File: config.mk
export PLATFORM = sky130hd
export DESIGN_NAME = counter_cmd_seq
export DESIGN_NICKNAME = d
export VERILOG_FILES = /design/src/rtl/counter_cmd_seq.sv
export SDC_FILE = /design/constraint.sdc
export NUM_CORES = 1
export LEC_CHECK = 0
export ABC_AREA = 1
export BUFFER_PORTS_ARGS = -buffer_cell sky130_fd_sc_hd__buf_2
export CAP_MARGIN = 15
export CORE_MARGIN = 5
export CORE_UTILIZATION = 40
export DETAILED_ROUTE_END_ITERATION = 10
export RECOVER_POWER = 25
export SLEW_MARGIN = 20
export SYNTH_ARGS = -nofsm -noshare
export SYNTH_HDL_FRONTEND = slang
export SYNTH_SLANG_ARGS = --single-unit
export TNS_END_PERCENT = 30
File: constraint.sdc
create_clock -name clk_i -period 3.7 [get_ports clk_i]
set_clock_uncertainty 0.15 [all_clocks]
set_input_delay 0.37 -clock clk_i [delete_from_list [all_inputs] [get_ports clk_i]]
set_output_delay 0.37 -clock clk_i [all_outputs]
set_load 0.02 [all_outputs]
File: src/rtl/counter_cmd_seq.sv
// counter_cmd_seq: command sequencer for a W-bit up/down counter.
// Queues {op, arg} commands in a small FIFO and replays each one as registered counter
// control pulses: clear (1 cycle), load (1 cycle) or count up/down for arg steps
// (arg == 0 means 2^W steps). Consecutive commands run back to back with no idle cycle.
// It also keeps a saturating count of overflow events, which a clear command resets.
//
// Ports:
//   clk_i, rst_i          clock (rising edge), asynchronous active-high reset
//   cmd_valid_i/ready_o   command handshake; ready = FIFO not full
//   cmd_op_i, cmd_arg_i   00 clear, 01 load arg, 10 up arg steps, 11 down arg steps
//   overflow_i            overflow/underflow flag returned by the counter
//   clear_o, en_o, load_o, down_o, d_o   registered counter controls
//   busy_o                a command is executing or queued
//   done_o                one-cycle pulse after a command's last control cycle
//   wrap_cnt_o            saturating overflow-event count
module counter_cmd_seq #(
   parameter int unsigned W          = 4,
   parameter int unsigned FIFO_DEPTH = 2,
   parameter int unsigned WRAP_W     = 8
) (
   input  logic              clk_i,
   input  logic              rst_i,
   input  logic              cmd_valid_i,
   output logic              cmd_ready_o,
   input  logic [1:0]        cmd_op_i,
   input  logic [W-1:0]      cmd_arg_i,
   input  logic              overflow_i,
   output logic              clear_o,
   output logic              en_o,
   output logic              load_o,
   output logic              down_o,
   output logic [W-1:0]      d_o,
   output logic              busy_o,
   output logic              done_o,
   output logic [WRAP_W-1:0] wrap_cnt_o
);

   localparam int unsigned PtrW = (FIFO_DEPTH > 1) ? $clog2(FIFO_DEPTH) : 1;
   localparam int unsigned CntW = PtrW + 1;
   localparam logic [W:0] StepOne  = {{W{1'b0}}, 1'b1};
   localparam logic [W:0] StepFull = {1'b1, {W{1'b0}}};

   typedef enum logic [0:0] {StIdle, StRun} state_e;

   // Command FIFO
   logic [W+1:0]    fifo_mem [FIFO_DEPTH];
   logic [PtrW-1:0] wr_ptr_q, rd_ptr_q;
   logic [CntW-1:0] count_q;
   logic            full, empty, push, pop;
   logic [1:0]      head_op;
   logic [W-1:0]    head_arg;

   assign full        = (count_q == CntW'(FIFO_DEPTH));
   assign empty       = (count_q == '0);
   assign cmd_ready_o = !full;
   assign push        = cmd_valid_i && !full;
   assign {head_op, head_arg} = fifo_mem[rd_ptr_q];

   always_ff @(posedge clk_i) begin
      if (push) begin
         fifo_mem[wr_ptr_q] <= {cmd_op_i, cmd_arg_i};
      end
   end

   always_ff @(posedge clk_i or posedge rst_i) begin
      if (rst_i) begin
         wr_ptr_q <= '0;
         rd_ptr_q <= '0;
         count_q  <= '0;
      end else begin
         if (push) wr_ptr_q <= wr_ptr_q + PtrW'(1);
         if (pop)  rd_ptr_q <= rd_ptr_q + PtrW'(1);
         unique case ({push, pop})
            2'b10:   count_q <= count_q + CntW'(1);
            2'b01:   count_q <= count_q - CntW'(1);
            default: count_q <= count_q;
         endcase
      end
   end

   // Sequencer
   state_e            state_q, state_d;
   logic [W:0]        steps_q, steps_d;   // en cycles left, including the current one
   logic              clear_q, clear_d, load_q, load_d, en_q, en_d, down_q, down_d;
   logic              done_q, done_d;
   logic [W-1:0]      d_q, d_d;
   logic [WRAP_W-1:0] wrap_q, wrap_d;
   logic              last_en;

   // Current cycle is the final en cycle of a count command.
   assign last_en = (state_q == StRun) && (steps_q == StepOne);
   // A new command may start on any edge that ends the previous command's last cycle.
   assign pop     = !empty && ((state_q == StIdle) || last_en);

   always_ff @(posedge clk_i or posedge rst_i) begin
      if (rst_i) begin
         state_q <= StIdle;
         steps_q <= '0;
      end else begin
         state_q <= state_d;
         steps_q <= steps_d;
      end
   end

   always_comb begin
      state_d = state_q;
      steps_d = steps_q;
      if (pop) begin
         if (head_op[1]) begin
            state_d = StRun;
            steps_d = (head_arg == '0) ? StepFull : {1'b0, head_arg};
         end else begin
            state_d = StIdle;
         end
      end else if (state_q == StRun) begin
         steps_d = steps_q - StepOne;
         if (last_en) state_d = StIdle;
      end
   end

   always_comb begin
      clear_d = pop && (head_op == 2'b00);
      load_d  = pop && (head_op == 2'b01);
      en_d    = (pop && head_op[1]) || ((state_q == StRun) && !last_en);
      down_d  = pop ? (head_op == 2'b11) : ((state_q == StRun) && !last_en && down_q);
      d_d     = load_d ? head_arg : d_q;
      done_d  = clear_q || load_q || last_en;
      if (clear_d) begin
         wrap_d = '0;
      end else if (overflow_i && (wrap_q != {WRAP_W{1'b1}})) begin
         wrap_d = wrap_q + WRAP_W'(1);
      end else begin
         wrap_d = wrap_q;
      end
   end

   always_ff @(posedge clk_i or posedge rst_i) begin
      if (rst_i) begin
         clear_q <= 1'b0;
         load_q  <= 1'b0;
         en_q    <= 1'b0;
         down_q  <= 1'b0;
         done_q  <= 1'b0;
         d_q     <= '0;
         wrap_q  <= '0;
      end else begin
         clear_q <= clear_d;
         load_q  <= load_d;
         en_q    <= en_d;
         down_q  <= down_d;
         done_q  <= done_d;
         d_q     <= d_d;
         wrap_q  <= wrap_d;
      end
   end

   assign clear_o    = clear_q;
   assign load_o     = load_q;
   assign en_o       = en_q;
   assign down_o     = down_q;
   assign done_o     = done_q;
   assign d_o        = d_q;
   assign wrap_cnt_o = wrap_q;
   assign busy_o     = (state_q == StRun) || !empty || clear_q || load_q;

endmodule

==> run summary <==
status - completed
Num CTS Buffers - 5
CP startpoint - steps_q[1]
Startpoint Class - flip-flop
met3 Use GR - 4.06%
final core occ - 48.3%
vias in the first global route - 1395
synth warn - 0
HPWL Detailed - 2610 um
CTS resizes - 0
WP data arrival - 2.12 ns
Tot GR Track Use - 12.9%
Max Fclk - 475 MHz
Post-DRT Antenna Nets - 0
clock sink count - 39
Worst Min Path Start - cmd_arg_i[1]
H-tree lvl count - 2
total wire length - 3580 um
placer congestion estimate - 0.811
share of cells above drive strength 1 - 21.3%
relative slew slack - 27.6%
leakage power - 1.18 nW
Cell Count, Final, Fillers Out - 325
global-route wire length before repair - 6290 um
Final setup viols - 0
final hold vios - 0
Vias - 1476
met2 GRT Util - 18.7%
Synth Register Bits - 39
gr busiest metal - met2
clock transition at the registers of the reported paths - 0.07 ns
WS Path Type - reg -> reg
Initial Utilization - 41.4%
# hold bufs at CTS - 0
fill count - 468
Via density - 4.54
Mapped Cells - 222
Post-Syn Area per Cell - 8.80 um^2
DRT iter0 DRCs - 96
FP Rows - 25
CP endpoint kind - flip-flop
R2R setup slack - 1.59 ns
Clock Latency Late Sink - 0.29 ns
unrepaired setup endpoints after global routing - no
setup TNS - 0 ns
FF-to-FF Start - steps_q[1]
Area after DPL - 0.00218 mm^2
FF-to-FF path depth - 10
Critical Path Sink - count_q[1]
area delta synth->final - 16.9%
initial antenna violation count - 0
R2R Path End - count_q[1]
CP Max Fanout - 5
core area - 0.00472 mm^2
IO buf count - 28
sequential share of the synthesized area - 53.0%
max-cap viol count - 0
met1 Track Usage GR - 17.5%
die height - 79.9 um
CTS tree - built
# Post-CTS Setup Buffers - 0
cell area after layout - 0.00228 mm^2
hold crit path type - in -> reg
Multi-input gate area - 815 um^2
routed length per instance - 11.0 um
worst path required time - 3.72 ns
Max Slew Vio Count - 0
WHS Path Cells - 1
Die X - 79.9 um
Hold WS - 0.120 ns
Post-Syn Nets - 236
DIE AREA - 0.00638 mm^2
final worst path period need - 2.11 ns
distinct cell type count after synthesis - 23
Slew @ Worst Pin - 1.08 ns
CTS Root Cell - clkbuf_8
Storage cell area - 0.00104 mm^2
TritonRoute pass-1 iters - 4
NumNets Final - 271
Power Density - 862 mW/mm^2
DR DRC count - 0
cell area after synthesis - 0.00195 mm^2
placed cells - 317
largest net degree at the start of global routing - 28
Congestion Overflow GR - 0
total I/O pin count - 29
Tcrit/Tclk final - 56.9%
CTS Buffer Depth - 2
diode count - 0
peak supply drop - 343 uV
## per-stage QoR
stage               worst slack (ns)  power, mW
floorplan                       1.72       1.42
global placement                1.65       1.63
detailed placement              1.61       1.64
CTS                             1.59       1.99
global route                    1.43       2.17
finish                          1.59       1.97
## worst min path at each step
stage / endpoint
5_1_grt: fifo_mem[1][2]
6_report: fifo_mem[1][1]
2_1_floorplan: clear_o
3_5_place_dp: d_o[0]
4_1_cts: fifo_mem[0][2]
3_3_place_gp: d_o[0]
## layout by cell type, fill, tap and decap left out, drive strengths merged
cell type / n
o211ai: 1
ha: 4
bufinv: 1
nand3: 24
a21oi: 4
buf: 27
a21boi: 1
edfxtp: 12
o21ai: 6
clkinv: 3
clkbuf: 6
dfrtp: 27
nand4: 2
xor2: 6
nand2: 86
nor2: 21
xnor2: 2
inv: 25
## sequential cells by signal (all words and copies together), names as in the netlist
register	cells
wr_ptr_q	1
d_o	4
wrap_cnt_o	8
fifo_mem	12
load_o	1
state_q	1
done_o	1
clear_o	1
steps_q	5
count_q	2
en_o	1
down_o	1
rd_ptr_q	1
## cells by family after synthesis
logic type                 after synthesis  share of synthesized area, %
AOI/OAI and AO/OA                       12                          4.48
xor gates and xnor gates                 8                          3.59
adders and majority gates                4                          2.56
buffers and inverters                   26                          5.25
DFF                                     39                          53.0
and+or+nand+nor                        133                          31.1
## cell type report
class,count,share of cell area (%)
sequential,39,45.4
multi-input combinational,157,35.7
clock buffer,5,3.01
tap,67,3.67
clock inverter,3,1.70
timing repair buffer,28,6.08
inverter,26,4.49
## where the power goes
part	total, mW	switching, mW	leakage (nW)	internal, mW
combinational	0.897	0.587	0.671	0.310
sequential	0.733	0.129	0.453	0.603
clock	0.339	0.142	0.0556	0.197
total	1.97	0.859	1.18	1.11
## cell usage after synthesis
cell type	number	share of area (%)
nor2_2	1	0.32
xor2_1	6	2.7
a21oi_4	1	0.83
inv_2	3	0.58
nand2_1	77	15
xnor2_1	2	0.90
edfxtp_1	12	18
clkinv_4	1	0.45
ha_1	4	2.6
inv_1	22	4.2
nand2_2	5	1.6
nor2_4	2	1.2
a21boi_0	1	0.38
nor2_1	18	3.5
a21oi_1	3	0.77
nand4_1	2	0.64
dfrtp_1	27	35
nand3_1	23	5.9
o21ai_2	3	1.3
o21ai_0	3	0.77
nand2_4	4	2.3
nand3_4	1	0.90
o211ai_1	1	0.38
## worst max-delay path, stage by stage (launching register included)
cell	delay, ns
dfrtp_1	0.38
inv_1	0.11
ha_1	0.15
inv_1	0.03
nor2_1	0.15
nand2_4	0.11
a21oi_4	0.24
ha_1	0.30
a21oi_1	0.12
o21ai_0	0.11
xnor2_1	0.14
## routing by layer
metal | up-vias | part of all wire, % | routed length (um)
li1 | 770 | - | -
met4 | 0 | 1.8 | 63
met2 | 39 | 41 | 1470
met3 | 5 | 5.8 | 208
met1 | 662 | 51 | 1840
met5 | - | 0 | 0
Note: power is estimated with default switching activity, not from simulation.
